`src/rtl/video_timing_pkg.sv`:
```
// Shared timing defaults, FSM encoding and pattern codes
// for the video sync generator.
package video_timing_pkg;

  localparam int H_ACTIVE_720P = 1280;
  localparam int H_SYNC_720P   = 40;
  localparam int H_BP_720P     = 220;
  localparam int H_FP_720P     = 110;
  localparam int V_ACTIVE_720P = 720;
  localparam int V_SYNC_720P   = 5;
  localparam int V_BP_720P     = 20;
  localparam int V_FP_720P     = 5;
  localparam int CPP_DEF       = 2;

  typedef enum logic {
    IDLE = 1'b0,
    RUN  = 1'b1
  } state_t;

  localparam logic PAT_RAMP = 1'b0;
  localparam logic PAT_LINE = 1'b1;

endpackage

```
`src/rtl/video_sync_gen_if.sv`:
```
// Parallel video sync bundle: vsync/hsync/data/de plus
// sof and busy status. master drives, slave observes.
interface video_sync_if;
  logic       vsync_o;
  logic       hsync_o;
  logic [7:0] data_o;
  logic       de_o;
  logic       sof_o;
  logic       busy_o;

  modport master (
    output vsync_o, hsync_o, data_o,
    output de_o, sof_o, busy_o
  );

  modport slave (
    input vsync_o, hsync_o, data_o,
    input de_o, sof_o, busy_o
  );
endinterface

```
`src/rtl/video_timing_counter.sv`:
```
// Pixel prescaler plus h/v raster counters.
// Ports: clk/rst, clr_i, run_i -> h_o, v_o, first_o, eof_o.
module video_timing_counter #(
  parameter int H_TOTAL     = 1650,
  parameter int V_TOTAL     = 750,
  parameter int CLK_PER_PIX = 2
) (
  input  logic                       clk,
  input  logic                       rst,
  input  logic                       clr_i,
  input  logic                       run_i,
  output logic [$clog2(H_TOTAL)-1:0] h_o,
  output logic [$clog2(V_TOTAL)-1:0] v_o,
  output logic                       first_o,
  output logic                       eof_o
);

  localparam int HW = $clog2(H_TOTAL);
  localparam int VW = $clog2(V_TOTAL);
  localparam int PW =
    (CLK_PER_PIX > 1) ? $clog2(CLK_PER_PIX) : 1;

  logic [PW-1:0] presc_q, presc_d;
  logic [HW-1:0] h_q, h_d;
  logic [VW-1:0] v_q, v_d;
  logic          tick;
  logic          h_last;
  logic          v_last;

  assign tick   = (presc_q == PW'(CLK_PER_PIX - 1));
  assign h_last = (h_q == HW'(H_TOTAL - 1));
  assign v_last = (v_q == VW'(V_TOTAL - 1));

  always_comb begin
    presc_d = presc_q;
    h_d     = h_q;
    v_d     = v_q;
    if (clr_i) begin
      presc_d = '0;
      h_d     = '0;
      v_d     = '0;
    end else if (run_i) begin
      presc_d = tick ? '0 : presc_q + PW'(1);
      if (tick) begin
        if (h_last) begin
          h_d = '0;
          v_d = v_last ? '0 : v_q + VW'(1);
        end else begin
          h_d = h_q + HW'(1);
        end
      end
    end
  end

  always_ff @(posedge clk or posedge rst) begin
    if (rst) begin
      presc_q <= '0;
      h_q     <= '0;
      v_q     <= '0;
    end else begin
      presc_q <= presc_d;
      h_q     <= h_d;
      v_q     <= v_d;
    end
  end

  assign h_o     = h_q;
  assign v_o     = v_q;
  // first cycle of a pixel; used to make sof one clock wide
  assign first_o = (presc_q == '0);
  assign eof_o   = tick && h_last && v_last;

endmodule

```
`src/rtl/video_sync_gen.sv`:
```
// Video sync/test-pattern source: IDLE/RUN FSM, pattern
// and registered outputs. Ports: sys_clk, sys_rst, en_i,
// pattern_i, vid (master: vsync/hsync/data/de/sof/busy).
module video_sync_gen
  import video_timing_pkg::*;
#(
  parameter int H_ACTIVE      = H_ACTIVE_720P,
  parameter int H_SYNC        = H_SYNC_720P,
  parameter int H_BACK_PORCH  = H_BP_720P,
  parameter int H_FRONT_PORCH = H_FP_720P,
  parameter int V_ACTIVE      = V_ACTIVE_720P,
  parameter int V_SYNC        = V_SYNC_720P,
  parameter int V_BACK_PORCH  = V_BP_720P,
  parameter int V_FRONT_PORCH = V_FP_720P,
  parameter int CLK_PER_PIX   = CPP_DEF
) (
  input  logic        sys_clk,
  input  logic        sys_rst,
  input  logic        en_i,
  input  logic        pattern_i,
  video_sync_if.master vid
);

  localparam int H_TOTAL = H_SYNC + H_BACK_PORCH
                         + H_ACTIVE + H_FRONT_PORCH;
  localparam int V_TOTAL = V_SYNC + V_BACK_PORCH
                         + V_ACTIVE + V_FRONT_PORCH;
  localparam int HW = $clog2(H_TOTAL);
  localparam int VW = $clog2(V_TOTAL);
  localparam int H_ST = H_SYNC + H_BACK_PORCH;
  localparam int V_ST = V_SYNC + V_BACK_PORCH;

  state_t        state_q, state_d;
  logic          pat_q, pat_d;
  logic          clr;
  logic          run;
  logic [HW-1:0] h_cnt;
  logic [VW-1:0] v_cnt;
  logic          first;
  logic          eof;
  logic          hact, vact;

  logic       vsync_q, vsync_d;
  logic       hsync_q, hsync_d;
  logic [7:0] data_q, data_d;
  logic       de_q, de_d;
  logic       sof_q, sof_d;
  logic       busy_q, busy_d;

  video_timing_counter #(
    .H_TOTAL     (H_TOTAL),
    .V_TOTAL     (V_TOTAL),
    .CLK_PER_PIX (CLK_PER_PIX)
  ) u_cnt (
    .clk     (sys_clk),
    .rst     (sys_rst),
    .clr_i   (clr),
    .run_i   (run),
    .h_o     (h_cnt),
    .v_o     (v_cnt),
    .first_o (first),
    .eof_o   (eof)
  );

  assign run = (state_q == RUN);

  // en_i only matters at a frame boundary, so a frame
  // in flight always runs to completion.
  always_comb begin
    state_d = state_q;
    pat_d   = pat_q;
    clr     = 1'b0;
    unique case (state_q)
      IDLE: begin
        if (en_i) begin
          state_d = RUN;
          clr     = 1'b1;
          pat_d   = pattern_i;
        end
      end
      RUN: begin
        if (eof) begin
          pat_d = pattern_i;
          if (!en_i) state_d = IDLE;
        end
      end
      default: state_d = IDLE;
    endcase
  end

  always_comb begin
    hact = (h_cnt >= HW'(H_ST))
        && (h_cnt < HW'(H_ST + H_ACTIVE));
    vact = (v_cnt >= VW'(V_ST))
        && (v_cnt < VW'(V_ST + V_ACTIVE));
    hsync_d = run && (h_cnt < HW'(H_SYNC));
    vsync_d = run && (v_cnt < VW'(V_SYNC));
    de_d    = run && hact && vact;
    data_d  = 8'h00;
    if (de_d) begin
      data_d = (pat_q == PAT_LINE)
             ? 8'(v_cnt) - 8'(V_ST)
             : 8'(h_cnt) - 8'(H_ST);
    end
    sof_d  = run && first
          && (h_cnt == '0) && (v_cnt == '0);
    busy_d = run;
  end

  always_ff @(posedge sys_clk or posedge sys_rst) begin
    if (sys_rst) begin
      state_q <= IDLE;
      pat_q   <= PAT_RAMP;
      vsync_q <= 1'b0;
      hsync_q <= 1'b0;
      data_q  <= 8'h00;
      de_q    <= 1'b0;
      sof_q   <= 1'b0;
      busy_q  <= 1'b0;
    end else begin
      state_q <= state_d;
      pat_q   <= pat_d;
      vsync_q <= vsync_d;
      hsync_q <= hsync_d;
      data_q  <= data_d;
      de_q    <= de_d;
      sof_q   <= sof_d;
      busy_q  <= busy_d;
    end
  end

  assign vid.vsync_o = vsync_q;
  assign vid.hsync_o = hsync_q;
  assign vid.data_o  = data_q;
  assign vid.de_o    = de_q;
  assign vid.sof_o   = sof_q;
  assign vid.busy_o  = busy_q;

endmodule

```
`src/flat_wrapper.sv`:
```
// flat-port wrapper written by rule: the top's interface ports become plain ports
module video_sync_gen_flat import video_timing_pkg::*;
#(
  parameter int H_ACTIVE      = H_ACTIVE_720P,
  parameter int H_SYNC        = H_SYNC_720P,
  parameter int H_BACK_PORCH  = H_BP_720P,
  parameter int H_FRONT_PORCH = H_FP_720P,
  parameter int V_ACTIVE      = V_ACTIVE_720P,
  parameter int V_SYNC        = V_SYNC_720P,
  parameter int V_BACK_PORCH  = V_BP_720P,
  parameter int V_FRONT_PORCH = V_FP_720P,
  parameter int CLK_PER_PIX   = CPP_DEF
)
  (sys_clk, sys_rst, en_i, pattern_i, vid_vsync_o, vid_hsync_o, vid_data_o, vid_de_o, vid_sof_o, vid_busy_o);
  video_sync_if vid_i ();
  input  logic sys_clk;
  input  logic sys_rst;
  input  logic en_i;
  input  logic pattern_i;
  output wire logic [$bits(vid_i.vsync_o)-1:0] vid_vsync_o;
  output wire logic [$bits(vid_i.hsync_o)-1:0] vid_hsync_o;
  output wire logic [$bits(vid_i.data_o)-1:0] vid_data_o;
  output wire logic [$bits(vid_i.de_o)-1:0] vid_de_o;
  output wire logic [$bits(vid_i.sof_o)-1:0] vid_sof_o;
  output wire logic [$bits(vid_i.busy_o)-1:0] vid_busy_o;
  assign vid_vsync_o = vid_i.vsync_o;
  assign vid_hsync_o = vid_i.hsync_o;
  assign vid_data_o = vid_i.data_o;
  assign vid_de_o = vid_i.de_o;
  assign vid_sof_o = vid_i.sof_o;
  assign vid_busy_o = vid_i.busy_o;
  video_sync_gen #(.H_ACTIVE(H_ACTIVE), .H_SYNC(H_SYNC), .H_BACK_PORCH(H_BACK_PORCH), .H_FRONT_PORCH(H_FRONT_PORCH), .V_ACTIVE(V_ACTIVE), .V_SYNC(V_SYNC), .V_BACK_PORCH(V_BACK_PORCH), .V_FRONT_PORCH(V_FRONT_PORCH), .CLK_PER_PIX(CLK_PER_PIX)) u_core (.sys_clk(sys_clk), .sys_rst(sys_rst), .en_i(en_i), .pattern_i(pattern_i), .vid(vid_i));
endmodule
```
`config.mk`:
```
export PLATFORM = sky130hd
export DESIGN_NAME = video_sync_gen_flat
export DESIGN_NICKNAME = d
export VERILOG_FILES = /design/src/rtl/video_timing_pkg.sv /design/src/rtl/video_sync_gen_if.sv /design/src/rtl/video_timing_counter.sv /design/src/rtl/video_sync_gen.sv /design/src/flat_wrapper.sv
export SDC_FILE = /design/constraint.sdc
export NUM_CORES = 1
export LEC_CHECK = 0
export ABC_AREA = 1
export ABC_CLOCK_PERIOD_IN_PS = 2810
export CAP_MARGIN = 40
export CORE_MARGIN = 3
export CORE_UTILIZATION = 66
export CTS_BUF_LIST = sky130_fd_sc_hd__clkbuf_4 sky130_fd_sc_hd__clkbuf_8
export CTS_CLUSTER_DIAMETER = 150
export DETAILED_ROUTE_END_ITERATION = 8
export PLACE_DENSITY = 0.95
export SLEW_MARGIN = 20
export SYNTH_ARGS = -nofsm -noshare
export SYNTH_HDL_FRONTEND = slang
export SYNTH_SLANG_ARGS = --single-unit
export TNS_END_PERCENT = 50
```
`constraint.sdc`:
```
create_clock -name sys_clk -period 2.81 [get_ports sys_clk]
set_clock_uncertainty 0.1 [all_clocks]
set_input_delay 0.4215 -clock sys_clk [delete_from_list [all_inputs] [get_ports sys_clk]]
set_output_delay 0.4215 -clock sys_clk [all_outputs]
set_load 0.02 [all_outputs]
```
==> metrics.md, run 1 <==
| Metric | Value |
|---|---|
| Status | `finished clean` |
| Non-Filler Instances | `just under 400` |
| DRT Pass-1 Iters | `4` |
| Number of synthesized flops with an enable pin | `0` |
| CP Capture Type | `register` |
| Crit Path Class | `register to register` |
| CTS Buf Count | `5` |
| WL/cell | `around 14 µm` |
| Synth cell count leaders | `74 x nand2_1, 49 x nor2_1, 37 x dfrtp_1, 37 x inv_1, 31 x nand3_1` |
| Hold Violations, Final | `0` |
| Global placement routability congestion | `0.9652` |
| Sequential area share after synthesis | `around 39%` |
| Post-DP HPWL | `around 4.3 mm` |
| Pins Over Slew Limit | `0` |
| Layout net count | `between 300 and 400` |
| Fin util | `~76%` |
| Synth Register Bits | `37` |
| Vias in the first global route | `between 1.5k and 2k` |
| Setup violations, final | `0` |
| CP startpoint kind | `register` |
| Hold-fix buffers at CTS | `0` |
| Port bufs | `16` |
| Die extent in x | `66.32 µm` |
| Worst Path Required | `~2900 ps` |
| Cells after synthesis | `328` |
| Fin crit period | `between 2000 and 2500 ps` |
| Syn nets | `approximately 340` |
| Via density | `between 5 and 6` |
| Rows | `21` |
| Drt drc | `0` |
| Top-count cell post-synth | `nand2_1` |
| LEAKAGE | `about 1.4 nW` |
| Design Area, Final | `~2600 µm²` |
| Final ANT Viol Nets | `0` |
| Final wirelength | `between 5 and 6 mm` |
| Worst slew pin tran | `459.1 ps` |
| Initial DRC count | `approximately 270` |
| Share of the synthesized area in the top cell type | `~39%` |
| Die ar. | `about 4400 µm²` |
| Routed via count | `between 2k and 2.5k` |
| Skew-Pair Late Insertion Delay | `340 ps` |
| Final worst-path cycle share | `around 80%` |
| Asr flop ratio synth | `100.0%` |
| Max reg flops | `11` |
| HP Class | `input pin to async pin` |
| Clock sinks | `37` |
| H-tree depth | `2` |
| Avg Cell Area, Syn | `about 7.3 µm²` |
| Post-synth top flop | `dfrtp_1` |
| Core ar. | `3416 µm²` |
| Unrepaired setup endpoints after global routing | `no` |
| First-pass GRT wire length | `approximately 9 mm` |
| Die Ht | `~66 µm` |
| CTS tree | `yes` |
| I/O pin cnt | `17` |
| Postcts setup bufs | `0` |
| Critical Path AT | `approximately 2400 ps` |
| Synth-to-Final Area Change | `8.598%` |
| Initial Util | `70.29%` |
| Fraction of layout cells with a size suffix above 1 | `under 10%` |
| Top cells by area, synth | `dfrtp_1 39%, nand2_1 12%, nor2_1 7.7%, nand3_1 6.5%, inv_1 5.8%` |
| Clk buf depth | `2` |
| Setup_tns | `0 ps` |
| Grt total ovfl | `0` |
| Cts repair resizes | `0` |
| Area post-placement | `about 2500 µm²` |
| Pwr dens | `320.2 nW/µm²` |
| Clock Pin Slew Worst Setup and Hold Paths | `110 ps` |
| Cells after DPL | `roughly 380` |
| Max Clock Freq | `445.5 MHz` |
| Slew margin rel. | `69.40%` |
| Fin Hold WS | `approximately 370 ps` |
| Netlist cell types | `29` |
| Root Buffer | `clkbuf_4` |
| Max-Cap Viols | `0` |
| Largest net degree at the start of global routing | `38` |
| Most area-hungry cell type in the Yosys netlist | `dfrtp_1` |
| Worst VDD drop | `between 0.3 and 0.4 mV` |
| All-Layer GR Usage | `around 28%` |
| Yosys warning count | `0` |
| Initial antenna violation count | `0` |
| Syn Std Cell Area | `between 2000 and 2500 µm²` |
| Worst-path maximum fanout | `20` |
| Antenna diodes | `0` |
cell type report:
class / instances / area (µm²)
clock buffer: 6 / 51.30
multi-input combinational: 238 / 1232
fill: 271 / 808.3
inverter: 44 / 165.2
tap: 46 / 57.56
timing repair buffer: 17 / 167.7
clock inverter: 1 / 7.507
sequential: 37 / 925.9
path summary, 6_finish.rpt:
| check | from | cells after the start | slack (ps) | to |
|---|---|---|---|---|
| min in group sys_clk | u_core.busy_d | 0 | 460 | u_core.vid.busy_o |
| worst min-delay path | sys_rst | 3 | 370 | u_core.vid.vsync_o |
| worst max-delay path | u_core.u_cnt.h_o[2] | 9 | 570 | u_core.u_cnt.v_o[5] |
| max in group asynchronous | sys_rst | 3 | 1910 | u_core.vid.busy_o |
| worst max register to register | u_core.u_cnt.h_o[2] | 9 | 570 | u_core.u_cnt.v_o[5] |
| worst min register to register | u_core.busy_d | 0 | 460 | u_core.vid.busy_o |
per-layer routing:
| layer | GRT usage [%] | part of all wire, % | vias up |
|---|---|---|---|
| li1 | - | - | 1088 |
| met1 | 39.13 | 45 | 1023 |
| met2 | 42.50 | 44 | 101 |
| met3 | 6.122 | 8.8 | 13 |
| met4 | 10.15 | 2.4 | 0 |
| met5 | 0 | 0 | - |
where the power goes:
group / switching [mW] / leakage [nW] / total (mW) / internal [mW]
Combinational: 0.0107 / 0.852 / 0.0154 / 0.00474
Clock: 0.170 / 0.0303 / 0.287 / 0.117
Sequential: 0 / 0.472 / 0.532 / 0.532
Total: 0.181 / 1.35 / 0.835 / 0.654
stage by stage:
| stage | total power, mW | setup slack [ps] |
|---|---|---|
| CTS | 0.8393 | 587.9 |
| global route | 0.8553 | 430.7 |
| floorplan | 0.5508 | 1111 |
| detailed placement | 0.5588 | 597.2 |
| global placement | 0.5586 | 630.2 |
| finish | 0.8349 | 565.6 |
logic make-up after synthesis:
group	after synthesis	synth area share, %
simple gates	183	33.87
buf+inv	53	10.11
compound gates	39	10.06
flops	37	38.56
fa+ha+maj	10	5.211
xor+xnor	6	2.189
worst max-delay path, cell delays in order, from the launching register on:
cell and delay [ps]:
dfrtp_1 490, inv_1 150, ha_1 270, nand3_1 130, nor2_2 160, nand2_4 90
o21ai_4 290, inv_2 250, nand2_1 140, o21ai_2 60
placed cells by master, fill, tap and decap left out, drive strengths merged:
cell type,synthesis,final
nand2,80,80
nor2,52,52
inv,44,44
dfrtp,37,37
nand3,31,31
o21ai,24,24
clkdlybuf4s50,0,16
nand4,15,15
a21oi,12,12
ha,10,10
xor2,6,6
clkbuf,2,6
nor3,3,3
nand3b,1,1
o21bai,1,1
a22oi,1,1
a2111oi,1,1
nor3b,1,1
clkinvlp,0,1
buf,7,1
Note: power is estimated with default switching activity, not from simulation.
==> run 2, diff against run 1 <==
--- a/config.mk
+++ b/config.mk
@@ -6,14 +6,14 @@
 export NUM_CORES = 1
 export LEC_CHECK = 0
 export ABC_AREA = 1
-export ABC_CLOCK_PERIOD_IN_PS = 2810
+export ABC_CLOCK_PERIOD_IN_PS = 2050
 export CAP_MARGIN = 40
 export CORE_MARGIN = 3
-export CORE_UTILIZATION = 66
+export CORE_UTILIZATION = 55
 export CTS_BUF_LIST = sky130_fd_sc_hd__clkbuf_4 sky130_fd_sc_hd__clkbuf_8
 export CTS_CLUSTER_DIAMETER = 150
 export DETAILED_ROUTE_END_ITERATION = 8
-export PLACE_DENSITY = 0.95
+export PLACE_DENSITY = 0.86
 export SLEW_MARGIN = 20
 export SYNTH_ARGS = -nofsm -noshare
 export SYNTH_HDL_FRONTEND = slang
==> constraint.sdc (replaced) <==
create_clock -name sys_clk -period 2.05 [get_ports sys_clk]
set_clock_uncertainty 0.1 [all_clocks]
set_input_delay 0.3075 -clock sys_clk [delete_from_list [all_inputs] [get_ports sys_clk]]
set_output_delay 0.3075 -clock sys_clk [all_outputs]
set_load 0.02 [all_outputs]
==> metrics.md, run 2 (same netlist as run 1, synthesis figures left out) <==
| Metric | Value |
|---|---|
| Storage cell area | `927.1 µm² (+0.14%)` |
| CP Capture Type | `register` |
| Worst slew pin tran | `556.8 ps (+97.71 ps)` |
| Synth-to-Final Area Change | `13.81%` |
| Area post-placement | `2591 µm² (+1.7%)` |
| Port bufs | `16 (unchanged)` |
| DRT Pass-1 Iters | `7 (+3)` |
| Reg2Reg Launch Point | `u_core.u_cnt.h_o[2]` |
| CP startpoint kind | `register` |
| Clock Pin Slew Worst Setup and Hold Paths | `70 ps (-40 ps)` |
| Max Clock Freq | `539.7 MHz (+21%)` |
| Largest net degree at the start of global routing | `38 (unchanged)` |
| Die Ht | `72.07 µm (+8.7%)` |
| CTS Buf Count | `5 (unchanged)` |
| CTS tree | `yes` |
| HP Class | `input pin to async pin` |
| Pins Over Slew Limit | `0 (unchanged)` |
| Hold Violations, Final | `0 (unchanged)` |
| Worst Path Required | `2140 ps (-800 ps)` |
| Worst VDD drop | `0.2878 mV (-9.7%)` |
| Met3 wire len | `441 µm (-11%)` |
| Fraction of layout cells with a size suffix above 1 | `11.46% (+1.8 points)` |
| Layout net count | `362 (+1.4%)` |
| R2R depth | `10 (+1)` |
| Final ANT Viol Nets | `0 (unchanged)` |
| Core ar. | `4115 µm² (+20%)` |
| Reg2Reg Capture Point | `u_core.pat_q` |
| Crit Path Class | `register to register` |
| Die ar. | `5194 µm² (+18%)` |
| Fin crit period | `1853 ps (-391.6 ps)` |
| Fin Hold WS | `314.7 ps (-54.34 ps)` |
| H-tree depth | `2 (unchanged)` |
| Routed via count | `2186 (-1.8%)` |
| Antenna diodes | `0 (unchanged)` |
| Postcts setup bufs | `0 (unchanged)` |
| Clock sinks | `37 (unchanged)` |
| Via density | `5.479 (-4.2%)` |
| Met1 wire length | `2.506 mm (-1.6%)` |
| Initial antenna violation count | `0 (unchanged)` |
| Setup violations, final | `0 (unchanged)` |
| FF-to-FF setup slack | `200 ps (-370 ps)` |
| Highest metal used | `met4` |
| Design Area, Final | `2733 µm² (+4.8%)` |
| Die extent in x | `72.07 µm (+8.7%)` |
| Rows | `23 (+9.5%)` |
| Root Buffer | `clkbuf_8` |
| Drt drc | `0 (unchanged)` |
| Final worst-path cycle share | `90.38% (+11 points)` |
| Max-Cap Viols | `0 (unchanged)` |
| Slew margin rel. | `61.92% (-7.5 points)` |
| Multi-input gate area | `1232 µm² (unchanged)` |
| Critical Path AT | `1950 ps (-430 ps)` |
| Global placement routability congestion | `0.9602 (-0.52%)` |
| Initial Util | `58.35% (-12 points)` |
| Unrepaired setup endpoints after global routing | `no` |
| I/O pin cnt | `17 (unchanged)` |
| Post-DP HPWL | `4.139 mm (-3.2%)` |
| First-pass GRT wire length | `9.528 mm (+3.2%)` |
| Fillers | `356 (+31%)` |
| Commonest non-fill, non-tap cell in the layout | `nand2_1` |
| Hold-fix buffers at CTS | `0 (unchanged)` |
| Max reg flops | `11 (unchanged)` |
| Initial DRC count | `223 (-19%)` |
| Worst-path maximum fanout | `11 (-45%)` |
| Skew-Pair Late Insertion Delay | `300 ps (-40 ps)` |
| Setup_tns | `0 ps (unchanged)` |
| Grt total ovfl | `0 (unchanged)` |
| Metal2 WL | `2.526 mm (+2.9%)` |
| Status | `finished clean` |
| LEAKAGE | `1.416 nW (+4.5%)` |
| WL/cell | `14.03 µm (-3.1%)` |
| Clk buf depth | `2 (unchanged)` |
| Final wirelength | `5.597 mm (-0.62%)` |
| Pwr dens | `550.2 nW/µm² (+72%)` |
| Commonest non-fill, non-tap cells in the layout | `74 x nand2_1, 49 x nor2_1, 37 x inv_1` |
| All-Layer GR Usage | `23.51% (-4.5 points)` |
| Vias in the first global route | `2158 (+9.7%)` |
[run 2: cell count changes in the layout (fill, tap and decap cells not counted)]
cell / change
buf_4: +4
buf_6: +1
bufinv_16: +2
clkbuf_4: -5
clkbuf_8: +4
clkinv_2: +1
clkinvlp_4: -1
dfrtp_1: -1
dfrtp_2: +1
inv_2: -1
inv_4: +1
[run 2: report_power, final]
part	total, mW	switching (mW)	internal [mW]
Sequential	0.729	0	0.729
Clock	0.753	0.270	0.483
Combinational	0.0210	0.0145	0.00647
Total	1.50	0.285	1.22
[run 2: area by class of cell]
type	count	area share (%)
clock inverters	3	2.381
clock buffers	5	2.518
repair buffers	22	7.647
multi-input cells	238	45.10
flip-flops and latches	37	33.93
well taps	50	2.289
inverters	44	6.136
[run 2: worst max-delay path by stage]
stage	to	start	cells after the start
after floorplan	u_core.u_cnt.h_o[10]	u_core.u_cnt.h_o[2]	10
after global placement	u_core.u_cnt.v_o[5]	u_core.u_cnt.h_o[2]	9
after detailed placement	u_core.u_cnt.v_o[4]	u_core.u_cnt.h_o[2]	9
after CTS	u_core.u_cnt.v_o[4]	u_core.u_cnt.h_o[2]	9
after global routing	u_core.pat_q	u_core.u_cnt.h_o[2]	10
final	u_core.pat_q	u_core.u_cnt.h_o[2]	10
[run 2: worst max-delay path: stages, from the launching register on]
cell and delay (ps):
dfrtp_2 450, inv_1 130, ha_1 240, nand3_1 110
nor2_2 140, nand2_4 80, o21ai_4 170, buf_6 170
nand2_1 60, nand2_1 50, nand2_1 50
[run 2: layer usage]
layer / global-route usage (%) / up-vias
met3: 5.125 / 18
li1: - / 1092
met5: 0 / -
met4: 8.768 / 0
met1: 31.71 / 978
met2: 37.11 / 98
[run 2: per-stage QoR]
| step | std cells | utilization (%) | power, mW | setup WS [ps] |
|---|---|---|---|---|
| 2_1_floorplan | 328 | - | 0.7550 | 351.0 |
| 3_3_place_gp | 391 | 62.97 | 0.7656 | 261.1 |
| 3_5_place_dp | 391 | 62.97 | 0.7660 | 150.9 |
| 4_1_cts | 399 | 66.22 | 1.513 | 145.1 |
| 5_1_grt | 399 | 66.40 | 1.553 | 33.39 |
| 6_report | 399 | 66.40 | 1.504 | 197.1 |
[run 2: what timing repair did]
| action | CTS | global route |
|---|---|---|
| endpoints found under the setup margin | 0 | 11 |
| resized for setup | 0 | 4 |
| endpoints found under the hold margin | 0 | 0 |
==> run 3, diff against run 2 <==
--- a/config.mk
+++ b/config.mk
@@ -6,14 +6,14 @@
 export NUM_CORES = 1
 export LEC_CHECK = 0
 export ABC_AREA = 1
-export ABC_CLOCK_PERIOD_IN_PS = 2050
-export CAP_MARGIN = 40
+export ABC_CLOCK_PERIOD_IN_PS = 2200
+export CAP_MARGIN = 20
 export CORE_MARGIN = 3
-export CORE_UTILIZATION = 55
+export CORE_UTILIZATION = 66
 export CTS_BUF_LIST = sky130_fd_sc_hd__clkbuf_4 sky130_fd_sc_hd__clkbuf_8
 export CTS_CLUSTER_DIAMETER = 150
 export DETAILED_ROUTE_END_ITERATION = 8
-export PLACE_DENSITY = 0.86
+export PLACE_DENSITY = 0.95
 export SLEW_MARGIN = 20
 export SYNTH_ARGS = -nofsm -noshare
 export SYNTH_HDL_FRONTEND = slang
==> constraint.sdc (replaced) <==
create_clock -name sys_clk -period 2.2 [get_ports sys_clk]
set_clock_uncertainty 0.1 [all_clocks]
set_input_delay 0.33 -clock sys_clk [delete_from_list [all_inputs] [get_ports sys_clk]]
set_output_delay 0.33 -clock sys_clk [all_outputs]
set_load 0.02 [all_outputs]
==> metrics.md, run 3 (same netlist as run 1, synthesis figures left out) <==
| Metric | Value |
|---|---|
| Via density | `5.817 (+6.2%)` |
| Slowest CP cell | `dfrtp_1` |
| Initial DRC count | `338 (+52%)` |
| Layout net count | `360 (-0.55%)` |
| Clock Pin Slew Worst Setup and Hold Paths | `110 ps (+40 ps)` |
| Synth-to-Final Area Change | `11.36%` |
| Worst VDD drop | `0.2775 mV (-3.6%)` |
| CP delay by family, top | `flip-flops` |
| Pre-CTS WS | `312.3 ps (+161.4 ps)` |
| All-Layer GR Usage | `27.89% (+4.4 points)` |
| Max-Cap Viols | `0 (unchanged)` |
| Worst slew pin tran | `588.4 ps (+31.58 ps)` |
| Area post-placement | `2571 µm² (-0.77%)` |
| LEAKAGE | `1.395 nW (-1.5%)` |
| Cts repair resizes | `0 (unchanged)` |
| Pins Over Slew Limit | `0 (unchanged)` |
| Largest net degree at the start of global routing | `38 (unchanged)` |
| DRT Pass-1 Iters | `5 (-2)` |
| Critical Path AT | `2070 ps (+120 ps)` |
| Highest metal used | `met4` |
| Commonest non-fill, non-tap cell in the layout | `nand2_1` |
| CP peak stage delay | `490 ps (+40 ps)` |
| Status | `finished clean` |
| CP Capture Type | `register` |
| Pwr dens | `476.5 nW/µm² (-13%)` |
| Drt drc | `0 (unchanged)` |
| First-pass GRT wire length | `9.252 mm (-2.9%)` |
| Initial antenna violation count | `0 (unchanged)` |
| CTS tree | `yes` |
| Hold Violations, Final | `0 (unchanged)` |
| Post-DP HPWL | `3.975 mm (-4.0%)` |
| Crit Path Class | `register to register` |
| Hold-fix buffers at CTS | `0 (unchanged)` |
| Final WS setup | `308.2 ps (+111.1 ps)` |
| Rows | `21 (-8.7%)` |
| Clk buf depth | `2 (unchanged)` |
| Postcts setup bufs | `0 (unchanged)` |
| HP Class | `input pin to async pin` |
| Met3 wire len | `550 µm (+25%)` |
| Max reg flops | `11 (unchanged)` |
| Metal2 WL | `2.468 mm (-2.3%)` |
| Die ar. | `4398 µm² (-15%)` |
| Final ANT Viol Nets | `0 (unchanged)` |
| Final wirelength | `5.478 mm (-2.1%)` |
| Initial Util | `70.29% (+12 points)` |
| Grt total ovfl | `0 (unchanged)` |
| Root Buffer | `clkbuf_4` |
| Final worst-path cycle share | `85.99% (-4.4 points)` |
| Clock sinks | `37 (unchanged)` |
| Met1 wire length | `2.290 mm (-8.6%)` |
| CP startpoint kind | `register` |
| I/O pin cnt | `17 (unchanged)` |
| Routed via count | `2286 (+4.6%)` |
| Port bufs | `16 (unchanged)` |
| Die Ht | `66.32 µm (-8.0%)` |
| Critical Path, Cell by Cell | `inv_1 > ha_1 > nand3_1 > nor2_2 > nand2_4 > o21ai_4 > inv_2 > o21ai_0 > nor2_1` |
| Skew-Pair Late Insertion Delay | `350 ps (+50 ps)` |
| Fin crit period | `1892 ps (+38.94 ps)` |
| Max Clock Freq | `528.6 MHz (-2.1%)` |
| Slew margin rel. | `59.76% (-2.2 points)` |
| Vias in the first global route | `1993 (-7.6%)` |
| Design Area, Final | `2674 µm² (-2.2%)` |
| Total power | `1.274 mW (-15%)` |
| Fraction of layout cells with a size suffix above 1 | `10.66% (-0.80 points)` |
| WL/cell | `13.94 µm (-0.63%)` |
| CTS Buf Count | `5 (unchanged)` |
| Worst Path Required | `2380 ps (+240 ps)` |
| Die extent in x | `66.32 µm (-8.0%)` |
| Worst-path maximum fanout | `20 (+9)` |
| Commonest non-fill, non-tap cells in the layout | `74 x nand2_1, 49 x nor2_1, 37 x inv_1, 37 x dfrtp_1, 31 x nand3_1` |
| Setup_tns | `0 ps (unchanged)` |
| Setup violations, final | `0 (unchanged)` |
| Global placement routability congestion | `0.9849 (+2.6%)` |
| Unrepaired setup endpoints after global routing | `no` |
| Core ar. | `3416 µm² (-17%)` |
| H-tree depth | `2 (unchanged)` |
| Antenna diodes | `0 (unchanged)` |
| Worst Path Buf+Inv | `2 (unchanged)` |
[run 3: cell count changes in the layout (fill, tap and decap cells not counted), sizes merged]
cell  before  now
buf        6    4
[run 3: routing by layer]
layer / up-vias / GRT usage (%)
met5: - / 0
met4: 0 / 11.17
met3: 23 / 5.952
met2: 138 / 42.75
met1: 1038 / 38.22
li1: 1087 / -
[run 3: worst paths after layout]
path,start,to,slack (ps),cells after the start
max,u_core.u_cnt.h_o[3],u_core.u_cnt.h_o[10],310,9
max in group asynchronous,sys_rst,u_core.u_cnt.h_o[10],1410,3
max reg2reg,u_core.u_cnt.h_o[3],u_core.u_cnt.h_o[10],310,9
min reg2reg,u_core.busy_d,u_core.vid.busy_o,460,0
min in group sys_clk,pattern_i,u_core.pat_q,430,3
min,sys_rst,u_core.vid.vsync_o,280,3
[run 3: cell type report]
class | instances | area, µm²
multi-input combinational | 238 | 1232
sequential | 37 | 925.9
fill | 232 | 742.0
timing repair buffer | 20 | 190.2
inverter | 44 | 165.2
clock inverter | 3 | 65.06
tap | 46 | 57.56
clock buffer | 5 | 37.54
[run 3: worst reg2reg max path, delay by kind of cell (launching register included)]
| family | cells | cell delay, ps |
|---|---|---|
| AO/OA/AOI/OAI | 2 | 230 |
| adder cells (fa/ha/maj) | 1 | 240 |
| AND/OR/NAND/NOR | 4 | 340 |
| buffers and inverters | 2 | 420 |
| flip-flops | 1 | 490 |
[run 3: metrics by stage]
| step | cells | hold slack (ps) | util [%] |
|---|---|---|---|
| 6_report | 393 | 275.7 | 78.28 |
| 5_1_grt | 393 | 321.1 | 78.28 |
| 4_1_cts | 393 | 286.0 | 78.28 |
| 3_5_place_dp | 385 | 441.9 | 75.27 |
| 3_3_place_gp | 385 | 424.1 | 75.27 |
| 2_1_floorplan | 328 | 356.2 | - |
[run 3: where the power goes]
group / internal, mW / switching, mW
clock network: 0.352 / 0.223
registers: 0.680 / 0
logic: 0.00603 / 0.0133
